### src/rtl/stall_scheduler.sv
// Decode-side hazard sequencer: classifies the IF/ID opcode and freezes the front end
// for a class-specific number of cycles, with jump flush, load timeout and stall counter.
module stall_scheduler #(
    parameter int unsigned JUMP_STALL   = 2,
    parameter int unsigned BRANCH_STALL = 1,
    parameter int unsigned MAX_WAIT     = 15
) (
    input  logic        clk,
    input  logic        reset,
    input  logic [0:5]  op,
    input  logic        op_valid,
    input  logic        mem_ack,
    output logic        stall,
    output logic        stall_pm,
    output logic        flush,
    output logic        err,
    output logic [15:0] stall_cycles
);

    localparam logic [5:0] OP_LOAD   = 6'b010100;
    localparam logic [5:0] OP_JUMP   = 6'b011110;
    localparam logic [5:0] OP_BRANCH = 6'b010001;

    localparam logic [3:0] JUMP_CNT   = 4'(JUMP_STALL - 1);
    localparam logic [3:0] BRANCH_CNT = 4'(BRANCH_STALL - 1);
    localparam logic [3:0] WAIT_CNT   = 4'(MAX_WAIT - 1);

    typedef enum logic [1:0] {
        StIdle,
        StHold,
        StWaitMem
    } state_e;

    state_e      state_q, state_d;
    logic [3:0]  cnt_q, cnt_d;
    logic        flush_q, flush_d;
    logic        err_q, err_d;
    logic        stall_pm_q;
    logic [15:0] stall_cycles_q;

    always_comb begin
        state_d = state_q;
        cnt_d   = cnt_q;
        flush_d = 1'b0;
        err_d   = err_q;
        case (state_q)
            StIdle: begin
                if (op_valid) begin
                    if (op == OP_JUMP) begin
                        state_d = StHold;
                        cnt_d   = JUMP_CNT;
                        flush_d = 1'b1;
                    end else if (op == OP_BRANCH) begin
                        state_d = StHold;
                        cnt_d   = BRANCH_CNT;
                    end else if (op == OP_LOAD) begin
                        state_d = StWaitMem;
                        cnt_d   = WAIT_CNT;
                    end
                end
            end
            StHold: begin
                if (cnt_q == 4'd0) begin
                    state_d = StIdle;
                end else begin
                    cnt_d = cnt_q - 4'd1;
                end
            end
            StWaitMem: begin
                // An ack arriving on the timeout cycle still counts as a clean completion.
                if (mem_ack) begin
                    state_d = StIdle;
                end else if (cnt_q == 4'd0) begin
                    err_d   = 1'b1;
                    state_d = StIdle;
                end else begin
                    cnt_d = cnt_q - 4'd1;
                end
            end
            default: begin
                state_d = StIdle;
                cnt_d   = 4'd0;
            end
        endcase
    end

    always_ff @(posedge clk or negedge reset) begin
        if (!reset) begin
            state_q        <= StIdle;
            cnt_q          <= 4'd0;
            flush_q        <= 1'b0;
            err_q          <= 1'b0;
            stall_pm_q     <= 1'b0;
            stall_cycles_q <= 16'd0;
        end else begin
            state_q    <= state_d;
            cnt_q      <= cnt_d;
            flush_q    <= flush_d;
            err_q      <= err_d;
            stall_pm_q <= stall;
            if (stall && (stall_cycles_q != 16'hFFFF)) begin
                stall_cycles_q <= stall_cycles_q + 16'd1;
            end
        end
    end

    assign stall        = (state_q != StIdle);
    assign stall_pm     = stall_pm_q;
    assign flush        = flush_q;
    assign err          = err_q;
    assign stall_cycles = stall_cycles_q;

endmodule

### config.mk
export PLATFORM = sky130hd
export DESIGN_NAME = stall_scheduler
export DESIGN_NICKNAME = d
export VERILOG_FILES = /design/src/rtl/stall_scheduler.sv
export SDC_FILE = /design/constraint.sdc
export NUM_CORES = 1
export LEC_CHECK = 0
export ABC_AREA = 1
export BUFFER_PORTS_ARGS = -buffer_cell sky130_fd_sc_hd__clkbuf_2
export CAP_MARGIN = 30
export CORE_ASPECT_RATIO = 0.7
export CORE_MARGIN = 8
export CORE_UTILIZATION = 49
export DETAILED_ROUTE_END_ITERATION = 8
export GPL_TIMING_DRIVEN = 1
export HOLD_SLACK_MARGIN = 0.03
export PLACE_DENSITY = 0.84
export SLEW_MARGIN = 20
export SYNTH_ARGS = -nofsm -noshare
export SYNTH_HDL_FRONTEND = slang
export SYNTH_SLANG_ARGS = --single-unit
### constraint.sdc
create_clock -name clk -period 2.08 [get_ports clk]
set_input_delay 0.208 -clock clk [delete_from_list [all_inputs] [get_ports clk]]
set_output_delay 0.208 -clock clk [all_outputs]
set_load 0.01 [all_outputs]
-- After elaboration in Yosys (flattened, before gate mapping)
Cells that the tools add are included.
- add/sub/neg operators: 2
- equal/unequal tests: 9
- muxes and demuxes: 17
- bitwise gates (word level): 1
- reductions and logical operators: 7
- operator list (operator ; count):
    $mux W4 ; 6
    $eq A6 B5 Y1 const B ; 3
    $add A16 B1 Y16 const B ; 1
    $ne A16 B16 Y1 const B ; 1
    $mux W2 ; 6
    $pmux W4 S3 ; 1
    $pmux W2 S3 ; 1
    $reduce_and A3 Y1 ; 2
    $logic_not A4 Y1 ; 1
    $ne A2 B2 Y1 const B ; 2
    $ne A4 B4 Y1 const B ; 1
    $sub A4 B1 Y4 const B ; 1
    $mux W1 ; 3
    $eq A2 B1 Y1 const B ; 1
    $eq A2 B2 Y1 const B ; 1
    $logic_not A2 Y1 ; 1
    $reduce_and A2 Y1 ; 1
    $reduce_bool A2 Y1 ; 1
    $logic_and A1 B1 Y1 ; 1
    $not A1 Y1 ; 1
- flip-flop bits (word level): 25
- bits of input ports: 10
- output and inout bits: 20
- word-level logic and storage cells: 42

-- Depth between registers and ports, before layout
- word-level depth: 6
- depth in mapped cells: 10
- depth with buffers taken out: 9

-- Least setup slack after synthesis
OpenSTA, ideal clock, no wires.
- path kind: register -> register
- from: register stall_cycles_q[0] (netlist: stall_cycles[0])
- to: register stall_cycles_q[10] (netlist: stall_cycles[10])
- library setup time: 0.118 ns
- arrival: 1.507 ns
- required time: 1.962 ns
- slack: 0.455 ns
- cell stages (with the launch flop): 10
- path buffers: 1
- clock period less this slack: 1.625 ns
- cell sequence: dfrtp_1 > ha_1 > nand2_2 > nor3_4 > nand3_2 > nand2_4 > inv_4 > buf_6 > nand2_1 > o21ai_2
- cells in the longest elaborated chain, start to end: 2
- elaborated cells on any way between the ends: 3
- those cells by class: add/sub (1); eq/ne (1); reduce/logical (1)
- RTL lines (what ; RTL line ; text):
    start, declared ; 39 ; logic [15:0] stall_cycles_q;
    start signal, assigned ; 102 ; stall_cycles_q <= stall_cycles_q + 16'd1;
    branches (longest 2 deep; another with $add A16 B1 Y16) ; n/a ;
Parallel ways; which one is timed is not known.
A chain may end at the register's enable or synchronous reset.

-- Final worst setup path
Same ends and word-level chain as after synthesis.

==> impl_results.md <==
* Post-route setup TNS at 0 ns
* Post-synth EDFFs at 0
* GRT overflow at 0
* Area leader, netlist: dfrtp_1
* DRC viols at 0
* CTS Buf Count at 3
* Maximum VDD drop at 0.0004844 V
* Hold Startpoint: op_valid
* Number of nets with antenna violations after routing at 0
* Deepest clock path buffer count at 2
* Placed cells at 279
* Synth top area share at 39.59%
* Chip Width at 83.88 um
* Worst-margin pin slew at 0.6180 ns
* Synth cell count leaders: 67 x nand2_1, 29 x inv_1, 25 x dfrtp_1
* Worst Path Arrival at 1.88 ns
* Vias in the first global route at 1279
* Slowest cell delay on critical path at 0.44 ns
* Htree depth at 1
* TritonRoute pass-1 iters at 4
* Initial core utilization at 50.89%
* Initial antenna violation count at 0
* Peak Freq at 0.5848 GHz
* Slew Limit Headroom at 58.80%
* Type of the worst setup path: reg2reg
* Pwr Total at 1879 uW
* Min Hold Slack at 0.1692 ns
* Antenna cells at 0
* Syn Nets at 231
* Worst Hold Class: in2reg
* Die area at 0.005327 mm2
* Largest net degree at the start of global routing at 26
* Tcrit/Tclk final at 82.21%
* Cell Area, Synth at 0.001580 mm2
* Leak pwr at 0.0009158 uW
* CP max FO at 21
* Number of port buffers at 29
* Unrepaired setup endpoints after global routing: no
* DR vias at 1426
* Pwr dens at 1040 mW/mm2
* Most common cell in the synthesized netlist: nand2_1
* Synth cell types at 23
* Worst Path Buf+Inv at 1
* Crit-path cells: ha_1, nand2_2, nor3_4, nand3_2, nand2_4, inv_4, nand2_1, o21ai_2
* Tmin final at 1.710 ns
* Post-DP HPWL at 2743 um
* Primary FF master, synth: dfrtp_1
* CTS clk-pin slew, worst paths at 0.09 ns
* Clock skew at 0.01013 ns
* Die extent in y at 63.52 um
* Fraction of layout cells with a size suffix above 1 at 18.29%
* Status: finished, final reports clean
* Std-Cell Rows at 17
* Gr usage total at 13.04%
* Worst Path Required at 2.25 ns
* FF-to-FF setup slack at 0.37 ns
* Post-cts sizing count at 0
* Layout area overhead at 14.33%
* Post-Layout Cell Count at 284
* Synth async-reset ratio at 100.0%
* Critical path's top delay family: simple AND/OR/NAND/NOR gates
* Syn_area_per_cell at 7.384 um2
* Crit-path slowest cell: dfrtp_1
* Vias per Instance at 5.021
* Slew Limit Fails at 0
* First-pass GRT wire length at 5954 um
* Avg WL per Cell at 12.28 um
* Area of the core at 0.003105 mm2
* Largest cells by area after synthesis: dfrtp_1 40%, nand2_1 16%, nand3_1 7.0%
* Worst r2r src: stall_cycles[0]
* Top-level I/O count at 30
* Post-Syn Instances at 214
* CTS tree: yes
* Setup violations, final at 0
* Yosys reg bits at 25
* Ys Warns at 0
* Clock tree sinks at 25
* CP endpoint kind: register
* Routed wire length at 3487 um
* Final #Nets at 264
* Root buffer cell: clkbuf_8
* Worst-Skew Late Latency at 0.27 ns
* Detailed Route Iter0 Violations at 103
* Total of max-cap violations at 0
* RD Place Congestion at 0.8855
* Register area share after synthesis at 39.59%
* Final Hold Fails at 0
* Critical path origin: stall_cycles[0]
* CP startpoint kind: register
area by class of cell:
cell class / instances / area, um2
inverter: 30 / 115.1
multi-input combinational: 157 / 817.0
tap: 38 / 47.55
clock buffer: 3 / 41.29
timing repair buffer: 30 / 155.1
clock inverter: 1 / 5.005
sequential: 25 / 625.6
fill: 300 / 1299
metrics by stage:
stage          instance area, um2  utilization, %  setup WS (ns)
3_3_place_gp                 1750           56.37         0.4084
2_1_floorplan                1580               -         0.4551
3_5_place_dp                 1750           56.37         0.3860
5_1_grt                      1807           58.18         0.2773
4_1_cts                      1807           58.18         0.3843
6_report                     1807           58.18         0.3699
placed cells by master, fill, tap and decap left out, drive strengths merged, types with 5 or more instances in the layout:
master	instances
nor2	20
clkbuf	32
a21oi	5
o21ai	7
inv	30
ha	7
nor3	8
dfrtp	25
nand2	71
xor2	5
nand3	23
timing repair:
action,in CTS,in global routing
hold endpoints to repair,25,0
setup buffers,0,0
setup endpoints to repair,0,0
hold buffers,1,0
worst min-delay path, stage by stage:
cell and delay [ns]:
clkbuf_2 0.11, inv_1 0.06, nor2_1 0.04
state kept, by name (all words and copies together), names as in the netlist:
signal / flops
flush: 1
state_q: 2
err: 1
stall_pm: 1
stall_cycles: 16
cnt_q: 4
worst paths after layout:
kind / end / cells past startpoint
setup / recovery: stall_cycles[10] / 8
hold reg to reg: err / 1
min in group asynchronous: stall_cycles[5] / 2
setup reg to reg: stall_cycles[10] / 8
max in group asynchronous: stall_cycles[1] / 2
hold / removal: flush / 3
metal layers:
metal  wire length [um]  vias up  GRT usage, %  share of wire [%]
met2               1456       37         18.06                 42
met3                177        4         3.594                5.1
met1               1817      647         19.05                 52
met5                  0        -             0                  0
li1                   -      738             -                  -
met4                 36        0         3.219                1.0
logic make-up after synthesis:
kind of cell    Yosys count  synth area share (%)
simple gates            125                 34.60
buf+inv                  32                 8.709
flops                    25                 39.59
compound gates           16                 6.571
xor+xnor                  9                 4.988
fa+ha+maj                 7                 5.542
report_power, final:
part	total (uW)	switching, uW	leakage (uW)	internal (uW)
registers	713	115	0.000333	598
logic	880	572	0.000557	308
clock network	286	151	0.0000255	134
No activity file was read; power rests on OpenSTA's default activity.
